$ cat src/rtl/sum_tx_sequencer.sv
// Latches two 4-bit operands from asynchronous save strobes and sends
// "A+B=DD\r\n" as eight bytes through a start/busy UART handshake.
//
// state       | meaning
// S_IDLE      | no report active, waiting for pending
// S_LOAD      | snapshot operands and sum, clear pending, index 0
// S_START     | wait for UART idle, then pulse tx_start
// S_WAIT_ACK  | wait for tx_busy to rise, bounded by ACK_TIMEOUT
// S_WAIT_DONE | wait for tx_busy to fall
// S_NEXT      | finish after byte 7, otherwise advance the index
module sum_tx_sequencer #(
    parameter int ACK_TIMEOUT = 1023,
    parameter int SYNC_STAGES = 2
) (
    input  logic       clk,
    input  logic       reset,
    input  logic       save_a_n,
    input  logic       save_b_n,
    input  logic [3:0] data_input,
    input  logic       tx_busy,
    output logic [7:0] tx_data,
    output logic       tx_start,
    output logic       seq_busy,
    output logic [4:0] sum_out,
    output logic       tx_error
);

    localparam int CW = $clog2(ACK_TIMEOUT + 1);
    localparam logic [CW-1:0] TMO_LOAD = CW'(ACK_TIMEOUT - 1);
    localparam logic [1:0] FILL_DONE = 2'(SYNC_STAGES);

    typedef enum logic [2:0] {
        S_IDLE, S_LOAD, S_START, S_WAIT_ACK, S_WAIT_DONE, S_NEXT
    } state_t;

    state_t r_state, w_state_nxt;

    logic [SYNC_STAGES-1:0] r_sync_a, r_sync_b;
    logic       r_prev_a, r_prev_b, r_arm_a, r_arm_b;
    logic [1:0] r_fill_cnt;
    logic       w_fill_done, w_lvl_a, w_lvl_b, w_ev_a, w_ev_b;

    logic [3:0] r_reg_a, r_reg_b, r_op_a, r_op_b;
    logic       r_pending;
    logic [4:0] r_sum;
    logic [2:0] r_idx;
    logic [CW-1:0] r_tmo_cnt;
    logic [7:0] r_tx_data;
    logic       r_tx_start, r_tx_error;

    logic       w_load, w_fire, w_timeout, w_advance;
    logic [1:0] w_tens;
    logic [3:0] w_units;
    logic [7:0] w_byte;

    function automatic logic [7:0] f_hex(input logic [3:0] v);
        return (v < 4'd10) ? (8'h30 + {4'h0, v}) : (8'h37 + {4'h0, v});
    endfunction

    assign w_lvl_a     = r_sync_a[SYNC_STAGES-1];
    assign w_lvl_b     = r_sync_b[SYNC_STAGES-1];
    assign w_fill_done = (r_fill_cnt == FILL_DONE);
    // Arming only once the chain shows a real high keeps a pin held low
    // through reset from looking like a fresh falling edge.
    assign w_ev_a = r_arm_a & r_prev_a & ~w_lvl_a;
    assign w_ev_b = r_arm_b & r_prev_b & ~w_lvl_b;

    always_ff @(posedge clk) begin
        if (reset) begin
            r_sync_a   <= '1;
            r_sync_b   <= '1;
            r_prev_a   <= 1'b1;
            r_prev_b   <= 1'b1;
            r_arm_a    <= 1'b0;
            r_arm_b    <= 1'b0;
            r_fill_cnt <= 2'd0;
        end else begin
            r_sync_a <= {r_sync_a[SYNC_STAGES-2:0], save_a_n};
            r_sync_b <= {r_sync_b[SYNC_STAGES-2:0], save_b_n};
            r_prev_a <= w_lvl_a;
            r_prev_b <= w_lvl_b;
            r_arm_a  <= r_arm_a | (w_fill_done & w_lvl_a);
            r_arm_b  <= r_arm_b | (w_fill_done & w_lvl_b);
            if (!w_fill_done) r_fill_cnt <= r_fill_cnt + 2'd1;
        end
    end

    always_ff @(posedge clk) begin
        if (reset) r_state <= S_IDLE;
        else       r_state <= w_state_nxt;
    end

    always_comb begin
        w_state_nxt = r_state;
        w_load      = 1'b0;
        w_fire      = 1'b0;
        w_timeout   = 1'b0;
        w_advance   = 1'b0;
        case (r_state)
            S_IDLE:      if (r_pending) w_state_nxt = S_LOAD;
            S_LOAD: begin
                w_load      = 1'b1;
                w_state_nxt = S_START;
            end
            S_START: begin
                if (!tx_busy) begin
                    w_fire      = 1'b1;
                    w_state_nxt = S_WAIT_ACK;
                end
            end
            S_WAIT_ACK: begin
                if (tx_busy) begin
                    w_state_nxt = S_WAIT_DONE;
                end else if (r_tmo_cnt == '0) begin
                    w_timeout   = 1'b1;
                    w_state_nxt = S_IDLE;
                end
            end
            S_WAIT_DONE: if (!tx_busy) w_state_nxt = S_NEXT;
            S_NEXT: begin
                if (r_idx == 3'd7) begin
                    w_state_nxt = S_IDLE;
                end else begin
                    w_advance   = 1'b1;
                    w_state_nxt = S_START;
                end
            end
            default:     w_state_nxt = S_IDLE;
        endcase
    end

    always_comb begin
        w_tens  = 2'd0;
        w_units = r_sum[3:0];
        if (r_sum >= 5'd30) begin
            w_tens  = 2'd3;
            w_units = 4'(r_sum - 5'd30);
        end else if (r_sum >= 5'd20) begin
            w_tens  = 2'd2;
            w_units = 4'(r_sum - 5'd20);
        end else if (r_sum >= 5'd10) begin
            w_tens  = 2'd1;
            w_units = 4'(r_sum - 5'd10);
        end
    end

    always_comb begin
        w_byte = 8'h00;
        case (r_idx)
            3'd0: w_byte = f_hex(r_op_a);
            3'd1: w_byte = 8'h2B;
            3'd2: w_byte = f_hex(r_op_b);
            3'd3: w_byte = 8'h3D;
            3'd4: w_byte = 8'h30 + {6'd0, w_tens};
            3'd5: w_byte = 8'h30 + {4'd0, w_units};
            3'd6: w_byte = 8'h0D;
            3'd7: w_byte = 8'h0A;
            default: w_byte = 8'h00;
        endcase
    end

    always_ff @(posedge clk) begin
        if (reset) begin
            r_reg_a    <= 4'd0;
            r_reg_b    <= 4'd0;
            r_op_a     <= 4'd0;
            r_op_b     <= 4'd0;
            r_pending  <= 1'b0;
            r_sum      <= 5'd0;
            r_idx      <= 3'd0;
            r_tmo_cnt  <= '0;
            r_tx_data  <= 8'h00;
            r_tx_start <= 1'b0;
            r_tx_error <= 1'b0;
        end else begin
            r_tx_start <= w_fire;
            if (w_fire) r_tx_data <= w_byte;
            if (w_ev_a) r_reg_a <= data_input;
            if (w_ev_b) r_reg_b <= data_input;
            // A save_b landing in the LOAD cycle must survive the clear.
            r_pending <= (r_pending & ~w_load) | w_ev_b;
            if (w_load) begin
                r_op_a <= r_reg_a;
                r_op_b <= r_reg_b;
                r_sum  <= {1'b0, r_reg_a} + {1'b0, r_reg_b};
                r_idx  <= 3'd0;
            end else if (w_advance) begin
                r_idx  <= r_idx + 3'd1;
            end
            if (w_fire)
                r_tmo_cnt <= TMO_LOAD;
            else if (r_state == S_WAIT_ACK && r_tmo_cnt != '0)
                r_tmo_cnt <= r_tmo_cnt - 1'b1;
            if (w_timeout) r_tx_error <= 1'b1;
        end
    end

    assign tx_data  = r_tx_data;
    assign tx_start = r_tx_start;
    assign seq_busy = (r_state != S_IDLE);
    assign sum_out  = r_sum;
    assign tx_error = r_tx_error;

endmodule

$ cat config.mk
export PLATFORM = sky130hd
export DESIGN_NAME = sum_tx_sequencer
export DESIGN_NICKNAME = d
export VERILOG_FILES = /design/src/rtl/sum_tx_sequencer.sv
export SDC_FILE = /design/constraint.sdc
export NUM_CORES = 1
export LEC_CHECK = 0
export CAP_MARGIN = 0
export CORE_ASPECT_RATIO = 0.9
export CORE_MARGIN = 2
export CORE_UTILIZATION = 38
export CTS_CLUSTER_DIAMETER = 120
export DETAILED_ROUTE_END_ITERATION = 12
export DONT_BUFFER_PORTS = 1
export SYNTH_ARGS = -nofsm -noshare
export SYNTH_HDL_FRONTEND = slang
export SYNTH_SLANG_ARGS = --single-unit
$ cat constraint.sdc
create_clock -name clk -period 2.5 [get_ports clk]
set_clock_uncertainty 0.15 [all_clocks]
set_input_delay 0.375 -clock clk [delete_from_list [all_inputs] [get_ports clk]]
set_output_delay 0.375 -clock clk [all_outputs]
set_load 0.005 [all_outputs]
Word-level counts from Yosys, hierarchy flattened:

Cells that the tools add are included.

* register bits after elaboration: 58
* bits of input ports: 9
* output and inout port bits: 16
* logic and storage cells: 104

* add/sub/neg operators: 13
* $lt $le $gt $ge: 5
* equality and inequality tests: 17
* muxes and demuxes: 26
* bitwise logic cells: 13
* reductions and logical operators: 10

Operators by type and width (count)
* $pmux W8 S8: 1
* $add A6 B4 Y7 const A: 5
* $mux W10: 2
* $eq A3 B3 Y1 const B: 6
* $pmux W3 S6: 1
* $mux W3: 5
* $mux W7: 2
* $eq A3 B2 Y1 const B: 4
* $mux W4: 3
* $ge A5 B5 Y1 const B: 2
* $logic_not A10 Y1: 1
* $reduce_bool A10 Y1: 1
* $sub A10 B1 Y10 const B: 1
* $mux W1: 9
* $lt A4 B4 Y1 const B: 2
* $sub A4 B4 Y4 const B: 2
* $add A6 B2 Y7 const A: 1
* $and A1 B1 Y1: 7
* $eq A3 B1 Y1 const B: 2
* $logic_not A3 Y1: 2
* $mux W2: 3
* $ne A2 B2 Y1 const B: 3
* $add A4 B4 Y5: 1
* $ge A5 B4 Y1 const B: 1
* 12 further kinds: 17

Longest topological paths before layout:

Gate-level depths: netlist (run 1).

* depth in word-level cells: 6
* depth in mapped cells: 8
* mapped depth without buffers: 7

Worst setup path before layout (run 1):

No wires, ideal clock.

* path type: register to register
* start point: register r_idx[0]
* end point: register r_tx_data[6] (netlist: tx_data[6])
* library setup time: 0.078 ns
* arrival: 1.859 ns
* required time: 2.272 ns
* slack: 0.413 ns
* stages on the path, launching flop included: 8
* buffers on the path: 0
* period minus slack after synthesis: 2.087 ns
* path through: dfxtp_1 ha_1 ha_1 a211o_1 nor3_1 nand2_1 o211a_1 nor3_1

* word-level cells in the longest chain between the ends: 2
* elaborated cells on any way between the ends: 9
* classes of those cells: eq/ne (7); mux (1); reduce/logical (1)

RTL lines
* start, declared: RTL line 46 `logic [2:0] r_idx;`
* start signal, assigned: RTL line 188 `r_idx <= r_idx + 3'd1;`
* $eq A3 B3 Y1, or another cell as far along: RTL line 149 `case (r_idx)`
* $pmux W8 S8 *: RTL line 149
* end signal, assigned: RTL line 177 `if (w_fire) r_tx_data <= w_byte;`
* end, declared: RTL line 48 `logic [7:0] r_tx_data;`

Every way passes the cells marked *; elsewhere a longest branch is shown, timed or not. The select of a mux whose other input is x is not followed.
A chain may end at the register's enable or synchronous reset.

Worst setup path after layout (run 1):

* start point: register r_idx[1]
* end point: register r_tx_data[5] (netlist: tx_data[5])

Same word-level chain as after synthesis.

==> results of run 1 <==
-- repair_timing --
| action | in CTS | in global routing |
|---|---|---|
| hold endpoints to repair | 50 | 0 |
| gates resized for setup | 0 | 0 |
| hold buffers | 4 | 0 |
-- cells in the final DEF, fill, tap and decap left out, drive strengths merged, types with 6 or more instances in the layout --
cell	netlist	routed
a21oi	34	34
buf	9	8
clkbuf	8	12
dfxtp	57	57
ha	20	20
inv	21	21
mux2i	12	12
nand2	40	40
nand3	7	7
nor2	38	38
nor3	12	12
o21ai	12	12
or2	6	6
xnor2	10	10
-- cells by family after synthesis --
family,share of synthesized area (%)
simple gates,22.9
compound gates,17.7
flops,37.2
buf+inv,5.30
fa+ha+maj,8.81
xor+xnor,4.00
mux,3.92
other cells,0.122
-- cell type report --
type / instances / area [µm²] / share of cell area [%]
clock buffers: 12 / 155 / 4.55
clock inverters: 3 / 40.0 / 1.17
inverters: 21 / 78.8 / 2.31
multi-input cells: 272 / 1770 / 51.9
flip-flops and latches: 57 / 1140 / 33.5
well taps: 99 / 124 / 3.63
repair buffers: 11 / 103 / 3.01
-- per-stage QoR --
step                      util, %  area, µm²  hold slack, ps
after floorplan                 -       3070             239
after global placement       39.8       3170             242
after detailed placement     39.8       3170             248
after CTS                    42.9       3410            2.75
after global routing         42.9       3410           0.996
final                        42.9       3410            19.1
-- layer usage --
layer / global-route usage, % / up-vias / part of all wire [%] / wire, µm
li1: - / 1311 / - / -
met2: 25.7 / 31 / 45 / 3010
met5: 0 / - / 0 / 0
met3: 3.44 / 9 / 3.2 / 216
met1: 21.1 / 1191 / 50 / 3360
met4: 6.72 / 0 / 1.6 / 105
-- sequential cells by signal, indices dropped and copies added (netlist names), 4 cells and up --
register / count
r_tmo_cnt: 10
tx_data: 7
sum_out: 5
r_op_a: 4
r_op_b: 4
r_reg_a: 4
r_reg_b: 4
-- worst min-delay path by stage --
stage                     slack, ps          end        start
after CTS                         3   tx_data[3]        reset
after detailed placement        250  r_sync_a[1]  r_sync_a[0]
after global routing              1   tx_data[3]        reset
final                            20   tx_data[3]        reset
after global placement          240  r_sync_b[1]  r_sync_b[0]
after floorplan                 240  r_sync_a[1]  r_sync_a[0]
-- Yosys cell counts, types with 2 or more instances --
library cell	instances
nand3b_1	3
or3_1	5
o21ai_0	12
mux2i_1	12
and3b_1	2
a211oi_1	5
a21oi_1	34
and2_1	2
buf_1	2
nor4_1	2
nor3_1	12
xnor2_1	10
inv_1	21
buf_4	2
or2_2	6
buf_2	4
nand2_1	40
a211o_1	2
xor2_1	4
a22oi_1	4
a2111oi_0	4
nand3_1	7
and4b_1	2
nand4_1	3
a31oi_1	4
a311oi_1	2
dfxtp_1	57
nand2b_1	5
nor4b_1	2
clkbuf_1	8
nor2b_1	4
and3_1	4
nor2_1	38
ha_1	20
o211ai_1	3
a21o_1	2
-- power by group through the flow --
stage          registers [W]  logic [W]  clock network [W]
5_1_grt             0.000976   0.000173           0.000927
2_1_floorplan       0.000985   0.000121                  0
3_5_place_dp        0.000994   0.000127                  0
3_3_place_gp        0.000991   0.000123                  0
6_report            0.000973   0.000145           0.000851
4_1_cts             0.000973   0.000148           0.000880
-- critical path, delay by kind of cell (launching register included) --
family          cells  cell delay, ps
compound gates      2             820
buf+inv             3             460
simple gates        2             150
flops               1             370
fa+ha+maj           1             220
==> flow_summary.json, run 1 <==
{
  "synth_edf_count": 0,
  "seq_area_frac_synth_pct": 37.2,
  "endpoint": "tx_data[5]",
  "irDropWorstVdd_mv": 0.385,
  "cts_tree": "yes",
  "endpoint_kind": "flop",
  "layout.nets": 402,
  "avgSynthCellArea_um2": 8.36,
  "slew_viol_final": 0,
  "die_area_mm2": 0.00881,
  "pwr_density_cell_mw_per_mm2": 577,
  "worstSkewPairLatency_ps": 330,
  "pwr-share-seq_pct": 49.4,
  "syn_area_mm2": 0.00307,
  "switching_power_w": 0.000453,
  "pre_cts_slack_ps": 224,
  "place_hpwl_mm": 4.77,
  "antenna_found_initial": 0,
  "cp_cell_sequence": "inv_1 > ha_1 > buf_4 > o21ai_0 > nand2b_1 > a2111oi_0 > buf_4 > nor3_1",
  "power_w": 0.00197,
  "hp-class": "in2reg",
  "wl_per_cell_um": 14.1,
  "area_growth_pct": 11.2,
  "cp-start-kind": "flop",
  "tightest_slew_ps": 608,
  "internal-power_w": 0.00152,
  "dp.cells": 456,
  "num-fill-cells": 800,
  "netSwitchingFraction_pct": 23.0,
  "die_w_um": 98.7,
  "dr.pass1.iters": 4,
  "drc_errors": 0,
  "gp_congestion": 0.825,
  "fin_ws_ps": 226,
  "drt_iter0_markers": 80,
  "synthFlopType": "dfxtp_1",
  "num_vias": 2542,
  "slew-limit-headroom_pct": 58.4,
  "r2r_slack_ps": 230,
  "h-tree-depth": 3,
  "setup_viol": 0,
  "io_buffers": 0,
  "fin_tns_setup_ps": 0,
  "netlist_top_cells_area": "dfxtp_1 (37%), ha_1 (8.2%), a21oi_1 (5.5%)",
  "synth_cell_types": 54,
  "numCtsBuffers": 9,
  "rows": 31,
  "synth-seq-cells": 57,
  "finalCriticalPeriod_ps": 2270,
  "path_class": "reg2reg",
  "p_leak_nw": 1.30,
  "cts-root-buf": "clkbuf_8",
  "slowest_stage": "a2111oi_0",
  "first_global_vias": 2380,
  "finalHoldViolCount": 0,
  "cts_setup_buffers": 0,
  "syn-instance-count": 367,
  "groute.usage.overall_pct": 16.0,
  "period_share_pct": 90.9,
  "synth_fp_nets": 397,
  "whs_path_depth": 1,
  "drt-total-wl_mm": 6.69,
  "overflow": 0,
  "worstPathRequired_ps": 2570,
  "p_clk_share_pct": 43.2,
  "final_antenna_net_count": 0,
  "grt_start_max_net_pins": 50,
  "yosysWarnings": 0,
  "max_clock_freq_mhz": 440,
  "io_pins": 25,
  "path_clk_slew_ps": 70,
  "rr_endpoint": "tx_data[5]",
  "grt_first_pass_wirelength_mm": 11.2,
  "async_flop_share_pct": 0,
  "stdcell_count": 475,
  "status": "finished, final reports clean",
  "critPathMaxStageDelay_ps": 590,
  "rsz0062_at_grt": "false",
  "path_max_fanout": 9,
  "drive_gt1_share_pct": 8.51,
  "synth.top_cell.area_share_pct": 37.2,
  "initial_core_util_pct": 38.6,
  "cpMostUsedCell": "buf_4",
  "n_antenna_cell": 0,
  "setup.worst_path.start": "r_idx[1]",
  "avgViaCountPerCell": 5.35,
  "cts_buffer_depth": 2,
  "combPwrFrac_pct": 7.4,
  "r2r_start": "r_idx[1]",
  "cap_violations": 0,
  "synth_top_area_cell": "dfxtp_1",
  "fp.dieH_um": 89.2,
  "crit_arrival_ps": 2340,
  "core_area_mm2": 0.00795,
  "reg2regPathDepth": 8,
  "cts.sinks": 57
}
(Power assumes the default switching activity.)
==> run 2: changes to the inputs <==
--- a/config.mk
+++ b/config.mk
@@ -12,6 +12,7 @@
 export CTS_CLUSTER_DIAMETER = 120
 export DETAILED_ROUTE_END_ITERATION = 12
 export DONT_BUFFER_PORTS = 1
+export SKIP_LAST_GASP = 1
 export SYNTH_ARGS = -nofsm -noshare
 export SYNTH_HDL_FRONTEND = slang
 export SYNTH_SLANG_ARGS = --single-unit
==> results of run 2 <==
No change in the layout: final DEF, timing and power equal those of run 1.
